### src/rtl/pipe_ctrl_pkg.sv
// Shared opcode, ALUOp and control-bundle definitions for the pipeline control slice.
package pipe_ctrl_pkg;

    localparam int unsigned INSTR_W  = 32;
    localparam int unsigned OPCODE_W = 6;
    localparam int unsigned ALU_OP_W = 2;

    localparam logic [OPCODE_W-1:0] OP_RTYPE = 6'b000000;
    localparam logic [OPCODE_W-1:0] OP_LW    = 6'b100011;
    localparam logic [OPCODE_W-1:0] OP_SW    = 6'b101011;
    localparam logic [OPCODE_W-1:0] OP_ORI   = 6'b001101;

    localparam logic [ALU_OP_W-1:0] ALU_OP_ADD   = 2'b00;
    localparam logic [ALU_OP_W-1:0] ALU_OP_RTYPE = 2'b10;
    localparam logic [ALU_OP_W-1:0] ALU_OP_ORI   = 2'b11;

    // Datapath control bundle carried from ID into EX.
    typedef struct packed {
        logic                reg_write;
        logic                mem_read;
        logic                mem_write;
        logic                mem_to_reg;
        logic                alu_src;
        logic                reg_dst;
        logic [ALU_OP_W-1:0] alu_op;
    } ctrl_t;

    localparam ctrl_t CTRL_NOP = '0;

endpackage

### src/rtl/id_ex_control_main_decoder.sv
// Main opcode decoder: opcode -> control bundle plus source-register usage.
module main_decoder
    import pipe_ctrl_pkg::*;
(
    input  logic [OPCODE_W-1:0] opcode,
    output ctrl_t               ctrl,
    output logic                uses_rs,
    output logic                uses_rt,
    output logic                known
);

    // Decode opcode; unknown opcodes produce an all-zero bundle.
    always_comb begin
        ctrl    = CTRL_NOP;
        uses_rs = 1'b0;
        uses_rt = 1'b0;
        known   = 1'b1;
        unique case (opcode)
            OP_RTYPE: begin
                ctrl.reg_write = 1'b1;
                ctrl.reg_dst   = 1'b1;
                ctrl.alu_op    = ALU_OP_RTYPE;
                uses_rs        = 1'b1;
                uses_rt        = 1'b1;
            end
            OP_LW: begin
                ctrl.reg_write  = 1'b1;
                ctrl.mem_read   = 1'b1;
                ctrl.mem_to_reg = 1'b1;
                ctrl.alu_src    = 1'b1;
                ctrl.alu_op     = ALU_OP_ADD;
                uses_rs         = 1'b1;
            end
            OP_SW: begin
                ctrl.mem_write = 1'b1;
                ctrl.alu_src   = 1'b1;
                ctrl.alu_op    = ALU_OP_ADD;
                uses_rs        = 1'b1;
                uses_rt        = 1'b1;
            end
            OP_ORI: begin
                ctrl.reg_write = 1'b1;
                ctrl.alu_src   = 1'b1;
                ctrl.alu_op    = ALU_OP_ORI;
                uses_rs        = 1'b1;
            end
            default: begin
                known = 1'b0;
            end
        endcase
    end

endmodule

### src/rtl/id_ex_control.sv
// ID-stage control: decode, load-use hazard detection, bubble insertion and ID/EX register.
module id_ex_control
    import pipe_ctrl_pkg::*;
#(
    parameter int unsigned REG_W   = 5,
    parameter int unsigned FUNCT_W = 6
) (
    input  logic                clk,
    input  logic                rst_n,
    input  logic [INSTR_W-1:0]  id_instr,
    input  logic                id_valid,
    input  logic                flush,
    output logic                pc_write,
    output logic                ifid_write,
    output logic                ex_valid,
    output logic                ex_reg_write,
    output logic                ex_mem_read,
    output logic                ex_mem_write,
    output logic                ex_mem_to_reg,
    output logic                ex_alu_src,
    output logic                ex_reg_dst,
    output logic [ALU_OP_W-1:0] ex_alu_op,
    output logic [FUNCT_W-1:0]  ex_funct,
    output logic [REG_W-1:0]    ex_rs,
    output logic [REG_W-1:0]    ex_rt,
    output logic [REG_W-1:0]    ex_rd,
    output logic                illegal_op
);

    ctrl_t              dec_ctrl;
    ctrl_t              ex_ctrl;
    logic               uses_rs;
    logic               uses_rt;
    logic               known;
    logic               stall;
    logic               bubble;
    logic [REG_W-1:0]   id_rs;
    logic [REG_W-1:0]   id_rt;
    logic [REG_W-1:0]   id_rd;
    logic [FUNCT_W-1:0] id_funct;
    logic               unused_shamt;

    main_decoder u_main_decoder (
        .opcode  (id_instr[31:26]),
        .ctrl    (dec_ctrl),
        .uses_rs (uses_rs),
        .uses_rt (uses_rt),
        .known   (known)
    );

    assign id_rs        = REG_W'(id_instr[25:21]);
    assign id_rt        = REG_W'(id_instr[20:16]);
    assign id_rd        = REG_W'(id_instr[15:11]);
    assign id_funct     = FUNCT_W'(id_instr[5:0]);
    assign unused_shamt = ^id_instr[10:6];

    // Load-use hazard against the load sitting in EX; a redirect flush suppresses it.
    always_comb begin
        stall = 1'b0;
        if (!flush && id_valid && ex_valid && ex_ctrl.mem_read && (ex_rt != '0)) begin
            stall = (uses_rs && (id_rs == ex_rt)) || (uses_rt && (id_rt == ex_rt));
        end
    end

    assign bubble     = flush || stall || !id_valid;
    assign pc_write   = !stall;
    assign ifid_write = !stall;

    // ID/EX register: bubble zeroes valid and controls, fields always follow ID.
    always_ff @(posedge clk or negedge rst_n) begin
        if (!rst_n) begin
            ex_valid <= 1'b0;
            ex_ctrl  <= CTRL_NOP;
            ex_funct <= '0;
            ex_rs    <= '0;
            ex_rt    <= '0;
            ex_rd    <= '0;
        end else begin
            ex_funct <= id_funct;
            ex_rs    <= id_rs;
            ex_rt    <= id_rt;
            ex_rd    <= id_rd;
            if (bubble) begin
                ex_valid <= 1'b0;
                ex_ctrl  <= CTRL_NOP;
            end else begin
                ex_valid <= 1'b1;
                ex_ctrl  <= dec_ctrl;
            end
        end
    end

    // Sticky flag for an unknown opcode that actually issues.
    always_ff @(posedge clk or negedge rst_n) begin
        if (!rst_n) begin
            illegal_op <= 1'b0;
        end else if (!bubble && !known) begin
            illegal_op <= 1'b1;
        end
    end

    assign ex_reg_write  = ex_ctrl.reg_write;
    assign ex_mem_read   = ex_ctrl.mem_read;
    assign ex_mem_write  = ex_ctrl.mem_write;
    assign ex_mem_to_reg = ex_ctrl.mem_to_reg;
    assign ex_alu_src    = ex_ctrl.alu_src;
    assign ex_reg_dst    = ex_ctrl.reg_dst;
    assign ex_alu_op     = ex_ctrl.alu_op;

endmodule

### config.mk
export PLATFORM = sky130hd
export DESIGN_NAME = id_ex_control
export DESIGN_NICKNAME = d
export VERILOG_FILES = /design/src/rtl/pipe_ctrl_pkg.sv /design/src/rtl/id_ex_control_main_decoder.sv /design/src/rtl/id_ex_control.sv
export SDC_FILE = /design/constraint.sdc
export NUM_CORES = 1
export LEC_CHECK = 0
export BUFFER_PORTS_ARGS = -buffer_cell sky130_fd_sc_hd__buf_2
export CELL_PAD_IN_SITES_DETAIL_PLACEMENT = 0
export CELL_PAD_IN_SITES_GLOBAL_PLACEMENT = 1
export CORE_MARGIN = 5
export CORE_UTILIZATION = 24
export CTS_CLUSTER_DIAMETER = 150
export CTS_CLUSTER_SIZE = 14
export DETAILED_ROUTE_END_ITERATION = 16
export GPL_TIMING_DRIVEN = 0
export PLACE_DENSITY = 0.64
export REMOVE_ABC_BUFFERS = 1
export SLEW_MARGIN = 0
export SYNTH_ARGS = -nofsm -noshare
export SYNTH_HDL_FRONTEND = slang
export SYNTH_SLANG_ARGS = --single-unit
export TNS_END_PERCENT = 50
### constraint.sdc
create_clock -name clk -period 2.4 [get_ports clk]
set_input_delay 0.48 -clock clk [delete_from_list [all_inputs] [get_ports clk]]
set_output_delay 0.48 -clock clk [all_outputs]
set_load 0.005 [all_outputs]
==> results.json, run 1 <==
{
  "clk_pin_slew_ps": 50,
  "power_density_nw_per_um2": 639,
  "grt.total_usage_pct": 9.51,
  "crit_start": "ex_rt[2]$_DFF_PN0_",
  "grt_pass1_vias": 869,
  "status": "completed",
  "final_nets": 182,
  "initial_core_util_pct": 24.8,
  "crit_end": "ifid_write",
  "p_clk_share_pct": 36.0,
  "wirelength_um": 2690,
  "drv_slew": 0,
  "clockRootBuffer": "clkbuf_8",
  "syn-cell-area_um2": 1090,
  "antenna_found_initial": 0,
  "dp_hpwl_um": 2190,
  "r2r_start": "ex_rt[1]$_DFF_PN0_",
  "dieArea_um2": 5970,
  "endpoint_kind": "output pin",
  "most-common-layout-cells": "buf_2, dfrtp_1, xor2_1",
  "r2r-end": "ex_reg_write$_DFF_PN0_",
  "yosysWarnings": 0,
  "ys.flop_type": "dfrtp_1",
  "seq_power_share_pct": 54.3,
  "holdBufCountCts": 0,
  "grt_setup_unrepaired": "no",
  "io_pins": 69,
  "syn2layout_area_growth_pct": 41.9,
  "netlist.area_leader.share_pct": 69.1,
  "drtPass1Iterations": 3,
  "switching_share_pct": 21.9,
  "intPower_w": 0.000768,
  "max_slew.worst_pin.slew_ps": 643,
  "relSlewSlack_pct": 57.1,
  "clock_sinks": 30,
  "grt_max_degree": 31,
  "r2r_setup_slack_ps": 590,
  "htree_levels": 2,
  "synth.area.top_cells": "dfrtp_1, xor2_1, nor3_1",
  "avgSynthCellArea_um2": 14.1,
  "instances_no_fill": 198,
  "layout-drive-gt1-share_pct": 50.7,
  "synth_cell_types": 24,
  "hold_viol_final": 0,
  "grt_pass1_wl_um": 4400,
  "place_area_um2": 1450,
  "ys_ff_latch": 30,
  "power_switching_w": 0.000216,
  "antenna_cells": 0,
  "final_common_cell": "buf_2",
  "worstSetupPathType": "flop to output pin",
  "overflow": 0,
  "cts_max_path_buffers": 2,
  "numPortBuffers": 63,
  "clock.fmax_ghz": 0.437,
  "pwr-share-comb_pct": 9.7,
  "worstHoldPathType": "input port to async pin",
  "routed_via_density": 4.30,
  "dp_cells": 190,
  "drc": 0,
  "start_kind": "flop",
  "period_needed_ps": 2290,
  "dr_total_vias": 851,
  "cts_buffers": 5,
  "ant_nets": 0,
  "drt_iter0_markers": 34,
  "synthCells": 77,
  "core_area_um2": 4380,
  "skew_ps": 0.502,
  "power.leakage_nw": 0.749,
  "finalInstanceArea_um2": 1540,
  "ir_drop_mv": 0.181,
  "cts_tree": "built",
  "timing.setup.tns_ps": 0,
  "wl_per_cell_um": 13.6,
  "place_congestion": 0.685,
  "synth_edf_count": 0,
  "chipHeight_um": 77.3,
  "cp.arrival_ps": 1810,
  "clk_latency_ps": 270,
  "die_w_um": 77.3,
  "drv_cap": 0,
  "r2r_cells": 5,
  "rows": 24,
  "worstPathRequired_ps": 1920,
  "worst-path-max-fanout": 4,
  "async_flop_share_pct": 100,
  "ys_seq_area_share_pct": 69.1,
  "nFillCells": 453,
  "setup_viol": 0,
  "yosysTopAreaCell": "dfrtp_1",
  "min_period_over_period_pct": 95.3
}
## synthesized netlist by cell type, drive strengths merged, types with 2 or more instances
cell	instances
nor3	6
xnor2	2
or3	2
buf	2
nand3	5
dfrtp	30
nand2	2
nor4	3
a211oi	2
nand2b	2
nor2	3
xor2	8
## cells by family (layout without fill, tap and decap cells)
logic type / Yosys count / after routing / synth area share, %
buffers and inverters: 3 / 72 / 1.73
flip-flops: 30 / 30 / 69.1
AO/OA/AOI/OAI: 7 / 7 / 6.57
XOR/XNOR: 10 / 10 / 8.07
AND/OR/NAND/NOR: 27 / 27 / 14.5
## worst min-delay path by stage
stage	from	slack, ps	cells past startpoint	endpoint
6_report	rst_n	230	1	ex_rd[2]$_DFF_PN0_
4_1_cts	rst_n	250	1	ex_mem_write$_DFF_PN0_
5_1_grt	rst_n	280	1	ex_rd[3]$_DFF_PN0_
3_3_place_gp	illegal_op$_DFFE_PN0P_	440	1	illegal_op$_DFFE_PN0P_
2_1_floorplan	rst_n	180	0	ex_alu_op[0]$_DFF_PN0_
3_5_place_dp	illegal_op$_DFFE_PN0P_	450	1	illegal_op$_DFFE_PN0P_
## metal layers
metal / GRT usage (%) / wire length [um] / vias to the layer above / share of wire, %
met2: 12.5 / 1070 / 54 / 40
met4: 4.12 / 50 / 0 / 1.9
met1: 12.2 / 1200 / 386 / 44
met3: 5.85 / 376 / 5 / 14
met5: 0 / 0 / - / 0
li1: - / - / 406 / -
## what timing repair did
item | in CTS | in global routing
pin swaps | 1 | 4
setup buffers | 1 | 0
endpoints found under the setup margin | 2 | 2
gates resized for setup | 1 | 0
## sequential cells by signal, indices dropped and copies added (netlist names), 2 cells and up
signal / count
ex_rd: 5
ex_funct: 6
ex_rs: 5
ex_rt: 5
ex_alu_op: 2
## power groups by stage
stage / combinational (W) / clock (W) / sequential (W)
final: 0.0000954 / 0.000354 / 0.000535
after global routing: 0.000108 / 0.000399 / 0.000536
after CTS: 0.0000980 / 0.000375 / 0.000535
after detailed placement: 0.0000959 / 0 / 0.000544
after global placement: 0.0000940 / 0 / 0.000543
after floorplan: 0.0000245 / 0 / 0.000547
## worst max-delay path, cell delays in order (launching register included)
cell      delay (ps)
dfrtp_1          420
xor2_1           170
nor4_2           310
nand3_1          170
a211oi_4         260
inv_1             80
buf_2            130
## through the flow
stage	hold WS [ps]	utilization [%]	setup WS [ps]	power [W]
floorplan	184	-	391	0.000571
global placement	438	33.1	-31.4	0.000637
detailed placement	451	33.1	-62.4	0.000640
CTS	247	35.2	20.6	0.00101
global route	280	35.2	2.22	0.00104
finish	235	35.2	112	0.000984
## layout make-up
| type | instances | area, um^2 | area share (%) |
|---|---|---|---|
| sequential | 30 | 751 | 48.7 |
| multi-input combinational | 44 | 323 | 20.9 |
| timing repair buffer | 64 | 323 | 20.9 |
| clock buffer | 7 | 76.3 | 4.95 |
| tap | 52 | 65.1 | 4.22 |
| inverter | 1 | 3.75 | 0.244 |
(Power assumes the default switching activity.)
==> run 2: changes to the inputs <==
--- a/config.mk
+++ b/config.mk
@@ -16,7 +16,7 @@
 export GPL_TIMING_DRIVEN = 0
 export PLACE_DENSITY = 0.64
 export REMOVE_ABC_BUFFERS = 1
-export SLEW_MARGIN = 0
+export SLEW_MARGIN = 20
 export SYNTH_ARGS = -nofsm -noshare
 export SYNTH_HDL_FRONTEND = slang
 export SYNTH_SLANG_ARGS = --single-unit
==> constraint.sdc (replaced) <==
create_clock -name clk -period 2.4 [get_ports clk]
set_input_delay 0.24 -clock clk [delete_from_list [all_inputs] [get_ports clk]]
set_output_delay 0.24 -clock clk [all_outputs]
set_load 0.005 [all_outputs]
==> results.json, run 2 (synthesized netlist as in run 1, its figures left out) <==
{
  "drc": 0,
  "clk_pin_slew_ps": 60,
  "max_slew.worst_pin.slew_ps": 640,
  "rows": 24,
  "worstSetupPathType": "flop to output pin",
  "holdBufCountCts": 0,
  "hold_ws_ps": -6.80,
  "dr_total_vias": 857,
  "grt.total_usage_pct": 9.44,
  "dp_hpwl_um": 2190,
  "power_density_nw_per_um2": 638,
  "grt_pass1_vias": 863,
  "grt_pass1_wl_um": 4360,
  "antenna_found_initial": 0,
  "wl_per_cell_um": 13.6,
  "routed_via_density": 4.31,
  "drt_iter0_markers": 36,
  "ir_drop_mv": 0.181,
  "cp_cell_sequence": "xor2_1 > nor4_1 > nand3_1 > a211oi_4 > inv_1 > buf_2",
  "worstHoldPathType": "input port to async pin",
  "wirelength_um": 2700,
  "final_common_cell": "buf_2",
  "largest_reg_flops": 6,
  "ant_nets": 0,
  "largest_register": "ex_funct",
  "relSlewSlack_pct": 57.3,
  "clock_sinks": 30,
  "start_kind": "flop",
  "nFillCells": 453,
  "dieArea_um2": 5970,
  "die_w_um": 77.3,
  "violations": "hold timing",
  "place_congestion": 0.685,
  "initial_core_util_pct": 24.8,
  "final_nets": 183,
  "power.leakage_nw": 0.754,
  "period_needed_ps": 2200,
  "cts_buffers": 5,
  "skew_ps": 0.730,
  "drtPass1Iterations": 3,
  "syn2layout_area_growth_pct": 42.1,
  "most-common-layout-cells": "buf_2, dfrtp_1, xor2_1",
  "core_area_um2": 4380,
  "cp.arrival_ps": 1960,
  "chipHeight_um": 77.3,
  "worstPathRequired_ps": 2160,
  "min_period_over_period_pct": 91.9,
  "endpoint_kind": "output pin",
  "grt_max_degree": 31,
  "io_pins": 69,
  "cpPeakStageDelay_ps": 420,
  "cts_tree": "built",
  "drv_slew": 0,
  "layout_setup_ws_ps": 195,
  "grt_setup_unrepaired": "no",
  "cts_max_path_buffers": 2,
  "status": "finished, violations left",
  "drv_cap": 0,
  "post-place-ws_ps": 324,
  "worst-path-max-fanout": 4,
  "hold_viol_final": 16,
  "antenna_cells": 0,
  "clk_latency_ps": 270,
  "slowest_stage": "dfrtp_1",
  "clockRootBuffer": "clkbuf_8",
  "cts_resized": 0,
  "htree_levels": 2,
  "setup_viol": 0,
  "layout-drive-gt1-share_pct": 50.3,
  "overflow": 0,
  "numPortBuffers": 63,
  "clock.fmax_ghz": 0.454,
  "timing.setup.tns_ps": 0
}
[run 2: cell types whose count changed in the layout (fill, tap and decap cells not counted)]
cell    previous run  this run
nor4_1             2         3
nor4_2             1         0
buf_4              1         2
[run 2: stage by stage]
step | hold WS (ps) | power [W] | instance area [um^2] | cells | util (%)
detailed placement | 304 | 0.000640 | 1450 | 190 | 33.1
floorplan | -55.6 | 0.000571 | 1070 | 75 | -
global route | 39.9 | 0.00104 | 1540 | 199 | 35.2
global placement | 290 | 0.000637 | 1450 | 190 | 33.1
CTS | 6.57 | 0.00101 | 1530 | 197 | 34.8
finish | -6.80 | 0.000984 | 1540 | 199 | 35.2
[run 2: final timing paths]
kind / startpoint / end / slack (ps) / depth (start not counted)
min: rst_n / ex_rd[2]$_DFF_PN0_ / -7 / 1
max: ex_rt[4]$_DFF_PN0_ / ifid_write / 200 / 6
min reg2reg: illegal_op$_DFFE_PN0P_ / illegal_op$_DFFE_PN0P_ / 460 / 1
max in group asynchronous: rst_n / ex_funct[2]$_DFF_PN0_ / 1990 / 1
min in group clk: id_instr[2] / ex_funct[2]$_DFF_PN0_ / 80 / 1
max reg2reg: ex_rt[4]$_DFF_PN0_ / ex_alu_op[0]$_DFF_PN0_ / 560 / 6
[run 2: routing by layer]
layer	vias up	routed length, um	global-route usage (%)
met2	54	1050	12.4
met3	5	376	5.85
met4	0	50	4.12
li1	408	-	-
met1	390	1220	12.1
met5	-	0	0
[run 2: critical path, delay by kind of cell, from the launching register on]
kind	cells	cell delay (ps)
xor gates and xnor gates	1	180
buffers and inverters	2	220
AOI/OAI and AO/OA	1	340
DFF	1	420
and+or+nand+nor	2	530
[run 2: layout make-up]
class	instances	area [um^2]	area share [%]
well taps	52	65.1	4.22
clock buffers	7	76.3	4.95
flip-flops and latches	30	751	48.7
repair buffers	65	330	21.4
multi-input cells	44	317	20.5
inverters	1	3.75	0.243
[run 2: timing repair]
action,CTS,global route
setup endpoints to repair,0,2
hold endpoints to repair,0,0
buffers inserted,0,2
[run 2: report_power, final]
part	switching (W)	total (W)	leakage, nW	internal (W)
Clock	0.000156	0.000355	0.0383	0.000199
Sequential	0.00000937	0.000535	0.364	0.000525
Combinational	0.0000501	0.0000940	0.352	0.0000440
Total	0.000216	0.000984	0.754	0.000768
